`src/rtl/multi_alarm_reg.sv`:
```
// ---------------------------------------------------------------------------
// multi_alarm_reg
//   Bank of NUM_ALARMS alarm slots. Each slot holds a BCD time (HH:MM), an
//   enable bit, a ring flag and a one-cycle match history. A slot starts
//   ringing on the rising edge of "enabled and stored time == current time".
//   Ringing slots may be silenced (stop_al) or snoozed (advance the stored
//   time by SNOOZE_MIN minutes and clear the flag).
//
// Ports
//   clk, reset                      clock, synchronous active-high reset
//   load_new_a, sel, new_alarm_*    load BCD time into slot sel (checked)
//   en_wr, en_val                   write enable bit of slot sel
//   cur_*                           current BCD clock time
//   snooze, stop_al                 snooze / silence all ringing slots
//   alarm_time_*, alarm_en_rd       registered readback of slot sel
//   ring_vec, ring                  per-slot ring flags and their OR
//   load_err                        one-cycle pulse after a rejected load
// ---------------------------------------------------------------------------
module multi_alarm_reg #(
  parameter int NUM_ALARMS = 4,
  parameter int ADDR_W     = 2,
  parameter int SNOOZE_MIN = 5
) (
  input  logic                  clk,
  input  logic                  reset,
  input  logic                  load_new_a,
  input  logic [ADDR_W-1:0]     sel,
  input  logic [3:0]            new_alarm_ms_hr,
  input  logic [3:0]            new_alarm_ls_hr,
  input  logic [3:0]            new_alarm_ms_min,
  input  logic [3:0]            new_alarm_ls_min,
  input  logic                  en_wr,
  input  logic                  en_val,
  input  logic [3:0]            cur_ms_hr,
  input  logic [3:0]            cur_ls_hr,
  input  logic [3:0]            cur_ms_min,
  input  logic [3:0]            cur_ls_min,
  input  logic                  snooze,
  input  logic                  stop_al,
  output logic [3:0]            alarm_time_ms_hr,
  output logic [3:0]            alarm_time_ls_hr,
  output logic [3:0]            alarm_time_ms_min,
  output logic [3:0]            alarm_time_ls_min,
  output logic                  alarm_en_rd,
  output logic [NUM_ALARMS-1:0] ring_vec,
  output logic                  ring,
  output logic                  load_err
);

  // Times are kept as packed {ms_hr, ls_hr, ms_min, ls_min}.
  logic [15:0]           slot_time [NUM_ALARMS];
  logic [NUM_ALARMS-1:0] en_q;
  logic [NUM_ALARMS-1:0] ring_q;
  logic [NUM_ALARMS-1:0] prev_eq;

  logic [15:0]           new_time;
  logic [15:0]           cur_time;
  logic                  sel_ok;
  logic                  load_ok;
  logic [NUM_ALARMS-1:0] sel_hit;
  logic [NUM_ALARMS-1:0] eq;
  logic [NUM_ALARMS-1:0] hit;
  logic [15:0]           rd_time;
  logic                  rd_en;

  // Valid 24-hour BCD time 00:00..23:59.
  function automatic logic time_ok(input logic [15:0] t);
    return (t[15:12] <= 4'd2) && (t[11:8] <= 4'd9) &&
           !((t[15:12] == 4'd2) && (t[11:8] > 4'd3)) &&
           (t[7:4] <= 4'd5) && (t[3:0] <= 4'd9);
  endfunction

  // Add SNOOZE_MIN minutes to a valid BCD time, carrying into the hour and
  // wrapping past midnight.
  function automatic logic [15:0] snooze_add(input logic [15:0] t);
    logic [4:0] hr;
    logic [6:0] mn;
    hr = 5'(t[15:12]) * 5'd10 + 5'(t[11:8]);
    mn = 7'(t[7:4]) * 7'd10 + 7'(t[3:0]) + 7'(SNOOZE_MIN);
    if (mn >= 7'd60) begin
      mn = mn - 7'd60;
      hr = hr + 5'd1;
    end
    if (hr >= 5'd24) hr = hr - 5'd24;
    return {4'(hr / 5'd10), 4'(hr % 5'd10), 4'(mn / 7'd10), 4'(mn % 7'd10)};
  endfunction

  assign new_time = {new_alarm_ms_hr, new_alarm_ls_hr, new_alarm_ms_min, new_alarm_ls_min};
  assign cur_time = {cur_ms_hr, cur_ls_hr, cur_ms_min, cur_ls_min};
  assign sel_ok   = (int'(sel) < NUM_ALARMS);
  assign load_ok  = load_new_a && sel_ok && time_ok(new_time);

  // Slot decode, match detection and readback mux. Out-of-range sel matches
  // no slot, so reads return zero and writes fall through harmlessly.
  always_comb begin
    sel_hit = '0;
    eq      = '0;
    hit     = '0;
    rd_time = '0;
    rd_en   = 1'b0;
    for (int i = 0; i < NUM_ALARMS; i++) begin
      sel_hit[i] = (int'(sel) == i);
      eq[i]      = en_q[i] && (slot_time[i] == cur_time);
      hit[i]     = eq[i] && !prev_eq[i];
      if (sel_hit[i]) begin
        rd_time = slot_time[i];
        rd_en   = en_q[i];
      end
    end
  end

  // Slot state update. Priority per ring flag: load > enable clear >
  // stop_al > snooze > new hit.
  always_ff @(posedge clk) begin
    if (reset) begin
      for (int i = 0; i < NUM_ALARMS; i++) slot_time[i] <= '0;
      en_q    <= '0;
      ring_q  <= '0;
      prev_eq <= '0;
    end else begin
      for (int i = 0; i < NUM_ALARMS; i++) begin
        prev_eq[i] <= eq[i];
        if (en_wr && sel_hit[i]) en_q[i] <= en_val;

        if (load_ok && sel_hit[i]) begin
          slot_time[i] <= new_time;
          prev_eq[i]   <= 1'b0;
        end else if (snooze && !stop_al && ring_q[i]) begin
          slot_time[i] <= snooze_add(slot_time[i]);
        end

        if (load_ok && sel_hit[i])                ring_q[i] <= 1'b0;
        else if (en_wr && sel_hit[i] && !en_val)  ring_q[i] <= 1'b0;
        else if (stop_al)                         ring_q[i] <= 1'b0;
        else if (snooze && ring_q[i])             ring_q[i] <= 1'b0;
        else if (hit[i])                          ring_q[i] <= 1'b1;
      end
    end
  end

  // Registered readback and load error pulse.
  always_ff @(posedge clk) begin
    if (reset) begin
      {alarm_time_ms_hr, alarm_time_ls_hr, alarm_time_ms_min, alarm_time_ls_min} <= '0;
      alarm_en_rd <= 1'b0;
      load_err    <= 1'b0;
    end else begin
      {alarm_time_ms_hr, alarm_time_ls_hr, alarm_time_ms_min, alarm_time_ls_min} <= rd_time;
      alarm_en_rd <= rd_en;
      load_err    <= load_new_a && !load_ok;
    end
  end

  assign ring_vec = ring_q;
  assign ring     = |ring_q;

endmodule

```
`config.mk`:
```
export PLATFORM = sky130hd
export DESIGN_NAME = multi_alarm_reg
export DESIGN_NICKNAME = d
export VERILOG_FILES = /design/src/rtl/multi_alarm_reg.sv
export SDC_FILE = /design/constraint.sdc
export NUM_CORES = 1
export LEC_CHECK = 0
export ABC_AREA = 0
export BUFFER_PORTS_ARGS = -buffer_cell sky130_fd_sc_hd__clkbuf_2
export CORE_UTILIZATION = 51
export CTS_CLUSTER_DIAMETER = 50
export DETAILED_ROUTE_END_ITERATION = 16
export GPL_ROUTABILITY_DRIVEN = 0
export PLACE_DENSITY_LB_ADDON = 0.1
export REMOVE_ABC_BUFFERS = 1
export SETUP_SLACK_MARGIN = 0.02
export SYNTH_ARGS = -nofsm -noshare
export SYNTH_HDL_FRONTEND = slang
export SYNTH_SLANG_ARGS = --single-unit
```
`constraint.sdc`:
```
create_clock -name clk -period 10.7 [get_ports clk]
set_input_delay 2.14 -clock clk [delete_from_list [all_inputs] [get_ports clk]]
set_output_delay 2.14 -clock clk [all_outputs]
set_load 0.02 [all_outputs]
```
==> results of run 1 <==
==> layout make-up <==
cell class,instances,area [um^2],share of cell area
multi-input combinational,962,7150,0.663
sequential,94,2520,0.234
timing repair buffer,68,353,0.0327
tap,265,332,0.0307
clock buffer,10,239,0.0222
inverter,42,158,0.0146
clock inverter,6,35.0,0.00325
==> flip-flops by register name, summed over array words and instances, names as in the netlist <==
name,flops
load_err,1
alarm_time_ms_min,4
alarm_time_ls_hr,4
alarm_en_rd,1
alarm_time_ls_min,4
en_q,4
slot_time,64
alarm_time_ms_hr,4
ring_vec,4
prev_eq,4
==> final timing paths <==
check / end / slack, ps / depth (start not counted)
max: slot_time[1][4]$_SDFFCE_PN0P_ / 5200 / 18
min: en_q[0]$_SDFFE_PP0P_ / 480 / 2
max reg2reg: slot_time[1][4]$_SDFFCE_PN0P_ / 5200 / 18
min reg2reg: en_q[0]$_SDFFE_PP0P_ / 480 / 2
==> cell usage after synthesis (13+ instances only) <==
cell type	instances	area, um^2
nor2b_1	23	144
nand2_1	102	383
nor3_1	33	165
xnor2_1	100	876
and2_1	13	81.3
a211oi_1	16	120
mux4_2	17	383
clkbuf_1	36	135
dfxtp_1	30	601
o21ai_0	58	290
a31oi_1	17	106
nor2_1	74	278
nand3_1	48	240
edfxtp_1	64	1920
a21o_1	22	165
o22ai_1	14	87.6
xor2_1	18	158
inv_1	41	154
a21oi_1	59	295
ha_1	84	1050
nand4_1	25	156
==> layer usage <==
layer | up-vias | global-route usage | routed length [um]
li1 | 4370 | - | -
met1 | 4398 | 0.407 | 13000
met2 | 379 | 0.497 | 14100
met3 | 67 | 0.0429 | 2250
met4 | 2 | 0.0877 | 721
met5 | - | 0 | 8
==> cells by family (layout without fill, tap and decap cells) <==
logic type / count (synthesis) / after routing / synth area share
AOI/OAI and AO/OA: 314 / 314 / 0.222
and+or+nand+nor: 396 / 396 / 0.200
xor gates and xnor gates: 121 / 121 / 0.107
buffers and inverters: 97 / 126 / 0.0442
other: 1 / 8 / 0.000372
muxes: 27 / 27 / 0.0480
adders and majority gates: 96 / 96 / 0.128
DFF: 94 / 94 / 0.250
==> metrics by stage <==
stage	util	power (uW)	std cells	cell area, um^2
5_1_grt	0.556	1940	1447	10800
3_3_place_gp	0.542	1490	1431	10500
3_5_place_dp	0.542	1490	1431	10500
4_1_cts	0.556	1800	1447	10800
6_report	0.556	1820	1447	10800
2_1_floorplan	-	1250	1098	9830
==> critical path, delay by kind of cell, from the launching register on <==
family | cells | cell delay [ps]
adder cells (fa/ha/maj) | 4 | 1210
flip-flops | 1 | 530
AND/OR/NAND/NOR | 6 | 1600
AO/OA/AOI/OAI | 7 | 1810
buffers and inverters | 1 | 80
==> cells in the final DEF (no fill, tap or decap), types with 10 or more instances in the layout <==
cell type and count:
nand2_1 102, xnor2_1 100, ha_1 84, nor2_1 74, edfxtp_1 64, clkbuf_2 63
a21oi_1 59, o21ai_0 58, nand3_1 48, inv_1 41, nor3_1 33, dfxtp_1 30
nand4_1 25, nor2b_1 23, a21o_1 22, xor2_1 18, a31oi_1 17, mux4_2 17
a211oi_1 16, o22ai_1 14, and2_1 13, fa_1 12, a211o_1 10, nor4_1 10
o31ai_1 10
==> report_power, final <==
group          total (uW)  switching [uW]  internal, uW
Combinational        1080             670           409
Clock                 304             141           163
Sequential            435            27.7           408
Total                1820             839           979
==> results.json, run 1 <==
{
  "cts_setup_buffers": 0,
  "grt_pass1_vias": 8520,
  "crit_fanout": 14,
  "wl_mm": 30.1,
  "worstHoldStart": "en_q[0]$_SDFFE_PP0P_",
  "run_status": "complete, no violations",
  "hp-class": "reg2reg",
  "crit_required_ps": 10790,
  "fmax_mhz": 182,
  "drtPass1Iterations": 7,
  "yosysUniqueCellTypes": 101,
  "syn_area_per_cell_um2": 8.80,
  "die_w_um": 143,
  "path_clk_slew_ps": 70,
  "via_per_inst": 6.37,
  "grt_pass1_wl_mm": 46.7,
  "cts.sinks": 94,
  "cts.root.buffer_cell": "clkbuf_16",
  "max_stage_delay_ps": 620,
  "finalWorstSetupSlack_ps": 5200,
  "clock_path_buffers": 2,
  "end_kind": "flip-flop",
  "path_cells": "ha_1 -> ha_1 -> fa_1 -> a21o_1 -> a31o_2 -> nor4_2 -> a22o_1 -> nand2b_1 -> nand2_1 -> o221ai_1 -> o221a_2 -> ha_1 -> inv_1 -> nand3_1 -> o22ai_1 -> nor4_1 -> and3_1 -> o21ai_0",
  "slew_headroom": 0.244,
  "drt_iter0_markers": 864,
  "period_share": 0.514,
  "boundaryPins": 64,
  "min_period_ps": 5500,
  "p_leak_uw": 0.00420,
  "syn_area_um2": 10100,
  "hold_buffers": 0,
  "async_reset_ff_frac": 0,
  "cp_slowest_cell": "a22o_1",
  "grt.total_usage": 0.300,
  "maxCapViolations": 0,
  "r2r_start": "slot_time[1][4]$_SDFFCE_PN0P_",
  "grt_antenna_before_repair": 1,
  "postSynthCellCount": 1146,
  "dr_total_vias": 9216,
  "chipHeight_um": 143,
  "clk_latency_ps": 350,
  "wire_per_inst_um": 20.8,
  "cpMostUsedCell": "ha_1",
  "portBuffers": 63,
  "dpl.hpwl_mm": 23.4,
  "p_per_area_nw_per_um2": 169,
  "setup_viol": 0,
  "final-hold-violation-count": 0,
  "ys_ff_latch": 94,
  "startpoint": "slot_time[1][4]$_SDFFCE_PN0P_",
  "fin_worst_skew_ps": 6.71,
  "start_util": 0.520,
  "grt.overflow.total": 0,
  "arrival_ps": 5590,
  "ys.warnings.count": 0,
  "crit_type": "reg2reg",
  "grt_max_degree": 41,
  "ctsResizeCount": 0,
  "whs_ps": 484,
  "areaGrowthSynthToFinish_pct": 6.91,
  "synthFlopType": "edfxtp_1",
  "worst_slew_pin_slew_ps": 1130,
  "ir_drop_mv": 0.0940,
  "cp-start-kind": "flip-flop",
  "maxSlewViolCount": 0,
  "fin_setup_tns_ps": 0,
  "antenna_left": 0,
  "synth-edff-count": 64,
  "fill_cells": 1829,
  "drive_above_1_share": 0.123,
  "tritoncts": "yes",
  "dieArea_um2": 20300,
  "drc": 0,
  "h-tree-depth": 3,
  "diodes": 0,
  "place_ws_ps": 5080,
  "rsz0062_at_grt": "false",
  "num_rows": 51,
  "cts_made_buffers": 9,
  "core-area_um2": 19400,
  "seq_area_frac_synth": 0.250,
  "nNetsFinal": 1314
}
(Power assumes the default switching activity.)
==> inputs of run 2 (changes only) <==
clock period = 4.7 ns   (was 10.7 ns; I/O delays follow)
==> run 2 against run 1 <==
Net effect:
- final cell count rose by 9.3%
- register-to-register slack got worse by 5100 ps
- clock skew rose by 3.4 ps
- largest cell class unchanged
- highest routed layer is now met4
==> results.json, run 2 (synthesis results as in run 1) <==
{
  "run_status": "complete, no violations",
  "drc": 0,
  "multi_input_area_um2": 7820,
  "fill_cells": 1657,
  "crit_fanout": 6,
  "drtPass1Iterations": 5,
  "via_per_inst": 6.21,
  "path_clk_slew_ps": 70,
  "arrival_ps": 4800,
  "worst_slew_pin_slew_ps": 830,
  "min_period_ps": 4560,
  "cts_made_buffers": 9,
  "p_per_area_nw_per_um2": 396,
  "top_register": "slot_time",
  "cts.sinks": 94,
  "finalInstanceArea_um2": 12500,
  "areaGrowthSynthToFinish_pct": 24.1,
  "dpl_cell_area_um2": 11300,
  "antenna_left": 0,
  "grt_max_degree": 40,
  "wl_mm": 31.6,
  "maxSlewViolCount": 0,
  "final-hold-violation-count": 0,
  "crit_type": "reg2reg",
  "h-tree-depth": 3,
  "grt_pass1_vias": 8943,
  "tritoncts": "yes",
  "slew_headroom": 0.445,
  "cp-start-kind": "flip-flop",
  "largest_reg_flops": 64,
  "grt.total_usage": 0.306,
  "ir_drop_mv": 0.240,
  "grt_antenna_before_repair": 0,
  "cp_slowest_cell": "fa_2",
  "grt.overflow.total": 0,
  "fin_worst_skew_ps": 10.1,
  "setup_viol": 0,
  "path_cells": "ha_1 -> ha_1 -> fa_2 -> nand3_1 -> o22ai_4 -> xor2_1 -> buf_4 -> buf_4 -> a21oi_1 -> or2_1 -> a221oi_2 -> ha_2 -> nor2_1 -> a21o_1 -> or4_1 -> o311ai_1 -> buf_4",
  "fmax_mhz": 219,
  "seq_area_um2": 2520,
  "final_common_cell": "buf_4",
  "grt_pass1_wl_mm": 47.7,
  "hold_buffers": 0,
  "period_share": 0.970,
  "num_rows": 51,
  "power_uw": 4960,
  "clock_path_buffers": 2,
  "dr_total_vias": 9819,
  "nNetsFinal": 1448,
  "cts.root.buffer_cell": "clkbuf_16",
  "core-area_um2": 19400,
  "clk_latency_ps": 360,
  "dpl.hpwl_mm": 24.0,
  "die_w_um": 143,
  "whs_ps": 497,
  "cpMostUsedCell": "buf_4",
  "max_stage_delay_ps": 640,
  "end_kind": "flip-flop",
  "p_leak_uw": 0.00497,
  "hp-class": "reg2reg",
  "layout_common_cells": "buf_4, nand2_1, xnor2_1, nor2_1, ha_1",
  "maxCapViolations": 0,
  "drive_above_1_share": 0.286,
  "rsz0062_at_grt": "true",
  "portBuffers": 63,
  "boundaryPins": 64,
  "chipHeight_um": 143,
  "dieArea_um2": 20300,
  "wire_per_inst_um": 20.0,
  "drt_iter0_markers": 922,
  "start_util": 0.520,
  "crit_required_ps": 4940
}
==> run 2: report_power, final <==
part | leakage [uW] | switching [uW] | internal, uW
sequential | 0.000862 | 48.2 | 927
clock | 0.000158 | 340 | 448
combinational | 0.00395 | 1760 | 1440
total | 0.00497 | 2150 | 2810
==> run 2: cell type report <==
class / count / area share
flip-flops and latches: 94 / 0.201
inverters: 42 / 0.0126
well taps: 265 / 0.0265
clock buffers: 11 / 0.0202
repair buffers: 202 / 0.109
multi-input cells: 962 / 0.625
clock inverters: 5 / 0.00510
diodes: 1 / 0.000200
==> run 2: path summary, 6_finish.rpt <==
kind                                           startpoint                        end  slack (ps)  cells after the start
worst max-delay path            slot_time[3][5]$_DFFE_PP_  slot_time[3][2]$_DFFE_PP_         140                     17
worst min-delay path                 en_q[1]$_SDFFE_PP0P_       en_q[1]$_SDFFE_PP0P_         500                      2
worst max register to register  slot_time[3][5]$_DFFE_PP_  slot_time[3][2]$_DFFE_PP_         140                     17
worst min register to register       en_q[1]$_SDFFE_PP0P_       en_q[1]$_SDFFE_PP0P_         500                      2
==> run 2: worst max-delay path: cells and delay by family (launching register included) <==
family	cells	cell delay (ps)
AO/OA/AOI/OAI	5	920
buffers and inverters	3	510
flip-flops	1	420
AND/OR/NAND/NOR	4	920
XOR/XNOR	1	190
adder cells (fa/ha/maj)	4	1460
==> run 2: stage by stage <==
stage	setup slack [ps]	cells	setup TNS, ps	util
6_report	139	1582	0	0.645
5_1_grt	-76.2	1581	-199	0.645
4_1_cts	10.0	1547	0	0.598
3_5_place_dp	-68.8	1531	-88.1	0.580
3_3_place_gp	33.7	1531	0	0.580
2_1_floorplan	-178	1098	-584	-
==> run 2: routing by layer <==
| metal | up-vias | GRT usage | routed length, um |
|---|---|---|---|
| li1 | 4638 | - | - |
| met1 | 4685 | 0.421 | 13600 |
| met2 | 421 | 0.490 | 14700 |
| met3 | 75 | 0.0355 | 2240 |
| met4 | 0 | 0.125 | 1110 |
| met5 | - | 0 | 0 |
==> run 2: repair_timing <==
| item | CTS | global route |
|---|---|---|
| pin swaps | 1 | 37 |
| gates resized for setup | 6 | 133 |
| setup buffers | 0 | 34 |
| setup endpoints to repair | 9 | 25 |
==> inputs of run 3 (changes only) <==
clock period = 5.9 ns   (was 4.7 ns; I/O delays follow)
==> run 3 against run 2 <==
Net effect:
- critical path depth grew 1
- routed wire length shrank 5.7%
- global-route usage shrank 1.1 points
- total power shrank 32%
- design area shrank 13%
- sequential share of layout area grew 3.0 points
- die area is the same
- utilization shrank 8.3 points
- clock skew shrank 1.9 ps
- sequential cell count is the same
- non-clock buffer count shrank 125
==> results.json, run 3 (synthesis results as in run 1) <==
{
  "run_status": "complete, no violations",
  "via_per_inst": 6.39,
  "clock_path_buffers": 2,
  "final_common_cell": "nand2_1",
  "drive_above_1_share": 0.128,
  "min_period_ps": 5440,
  "worst_slew_pin_slew_ps": 1190,
  "ctsResizeCount": 0,
  "period_share": 0.922,
  "num_rows": 51,
  "grt.total_usage": 0.295,
  "drc": 0,
  "setup_viol": 0,
  "areaGrowthSynthToFinish_pct": 8.07,
  "wire_per_inst_um": 20.5,
  "crit_fanout": 14,
  "hp-class": "reg2reg",
  "cp-start-kind": "flip-flop",
  "wl_mm": 29.8,
  "die_w_um": 143,
  "dieArea_um2": 20300,
  "layout_common_cells": "nand2_1, xnor2_1, ha_1, nor2_1, edfxtp_1",
  "drt_iter0_markers": 869,
  "drtPass1Iterations": 5,
  "ir_drop_mv": 0.190,
  "antenna_left": 0,
  "core-area_um2": 19400,
  "fin_worst_skew_ps": 8.20,
  "crit_type": "reg2reg",
  "maxSlewViolCount": 0,
  "portBuffers": 63,
  "dr_total_vias": 9302,
  "h-tree-depth": 3,
  "cts_setup_buffers": 0,
  "final-hold-violation-count": 0,
  "grt_max_degree": 41,
  "grt_pass1_vias": 8435,
  "end_kind": "flip-flop",
  "top_register": "slot_time",
  "rsz0062_at_grt": "false",
  "grt.overflow.total": 0,
  "final_util": 0.562,
  "arrival_ps": 5530,
  "start_util": 0.520,
  "maxCapViolations": 0,
  "tritoncts": "yes",
  "cts.sinks": 94,
  "grt_antenna_before_repair": 0,
  "path_clk_slew_ps": 70,
  "clk_latency_ps": 360,
  "slew_headroom": 0.203,
  "cts.root.buffer_cell": "clkbuf_16",
  "hold_buffers": 0,
  "cts_made_buffers": 9,
  "boundaryPins": 64,
  "fmax_mhz": 184,
  "p_leak_uw": 0.00426,
  "chipHeight_um": 143,
  "p_per_area_nw_per_um2": 311,
  "dpl.hpwl_mm": 23.1,
  "largest_reg_flops": 64,
  "nNetsFinal": 1323,
  "fill_cells": 1838,
  "crit_required_ps": 5990,
  "grt_pass1_wl_mm": 45.7,
  "diodes": 0,
  "fin_setup_tns_ps": 0
}
-- run 3: cell count changes in the layout (fill, tap and decap cells not counted), moves of 9 or more --
cell / delta
ha_2: -10
buf_4: -123
ha_4: -9
ha_1: +19
-- run 3: path summary, 6_finish.rpt --
check | slack (ps) | cells after the start | end | startpoint
max | 460 | 18 | slot_time[1][4]$_SDFFCE_PN0P_ | slot_time[1][4]$_SDFFCE_PN0P_
min | 490 | 2 | en_q[1]$_SDFFE_PP0P_ | en_q[1]$_SDFFE_PP0P_
max reg2reg | 460 | 18 | slot_time[1][4]$_SDFFCE_PN0P_ | slot_time[1][4]$_SDFFCE_PN0P_
min reg2reg | 490 | 2 | en_q[1]$_SDFFE_PP0P_ | en_q[1]$_SDFFE_PP0P_
-- run 3: power breakdown --
part / switching (uW) / leakage [uW] / internal (uW)
Sequential: 48.7 / 0.000862 / 739
Clock: 258 / 0.000156 / 382
Combinational: 1210 / 0.00324 / 754
Total: 1520 / 0.00426 / 1870
-- run 3: cell type report --
class / instances / area (um^2) / share of cell area
clock inverter: 6 / 85.1 / 0.00780
clock buffer: 10 / 239 / 0.0219
inverter: 42 / 158 / 0.0145
multi-input combinational: 962 / 7150 / 0.655
tap: 265 / 332 / 0.0304
timing repair buffer: 77 / 420 / 0.0386
sequential: 94 / 2520 / 0.231
-- run 3: worst max-delay path: stages, from the launching register on --
cell and delay (ps):
edfxtp_1 520, ha_1 370, ha_1 230, fa_1 420
a21o_1 250, a31o_2 290, nor4_2 390, a22o_1 580
xor2_2 420, a211oi_1 130, a21oi_1 160, o221a_2 240
ha_1 190, inv_1 90, nand3_1 70, o22ai_1 80
nor4_1 390, and3_1 280, o21ai_0 90
-- run 3: metal layers --
metal / up-vias / GRT usage / routed length, um
met5: - / 0 / 0
met4: 0 / 0.114 / 937
met3: 63 / 0.0262 / 2090
met2: 405 / 0.486 / 13800
met1: 4438 / 0.402 / 13000
li1: 4396 / - / -
-- run 3: through the flow --
| stage | std cells | hold slack, ps | setup slack (ps) | power, uW | instance area, um^2 |
|---|---|---|---|---|---|
| floorplan | 1098 | 441 | 1020 | 2270 | 9830 |
| global placement | 1440 | 467 | 580 | 2720 | 10600 |
| detailed placement | 1440 | 476 | 536 | 2720 | 10600 |
| CTS | 1456 | 485 | 489 | 3360 | 10900 |
| global route | 1456 | 506 | 148 | 3630 | 10900 |
| finish | 1456 | 486 | 462 | 3390 | 10900 |
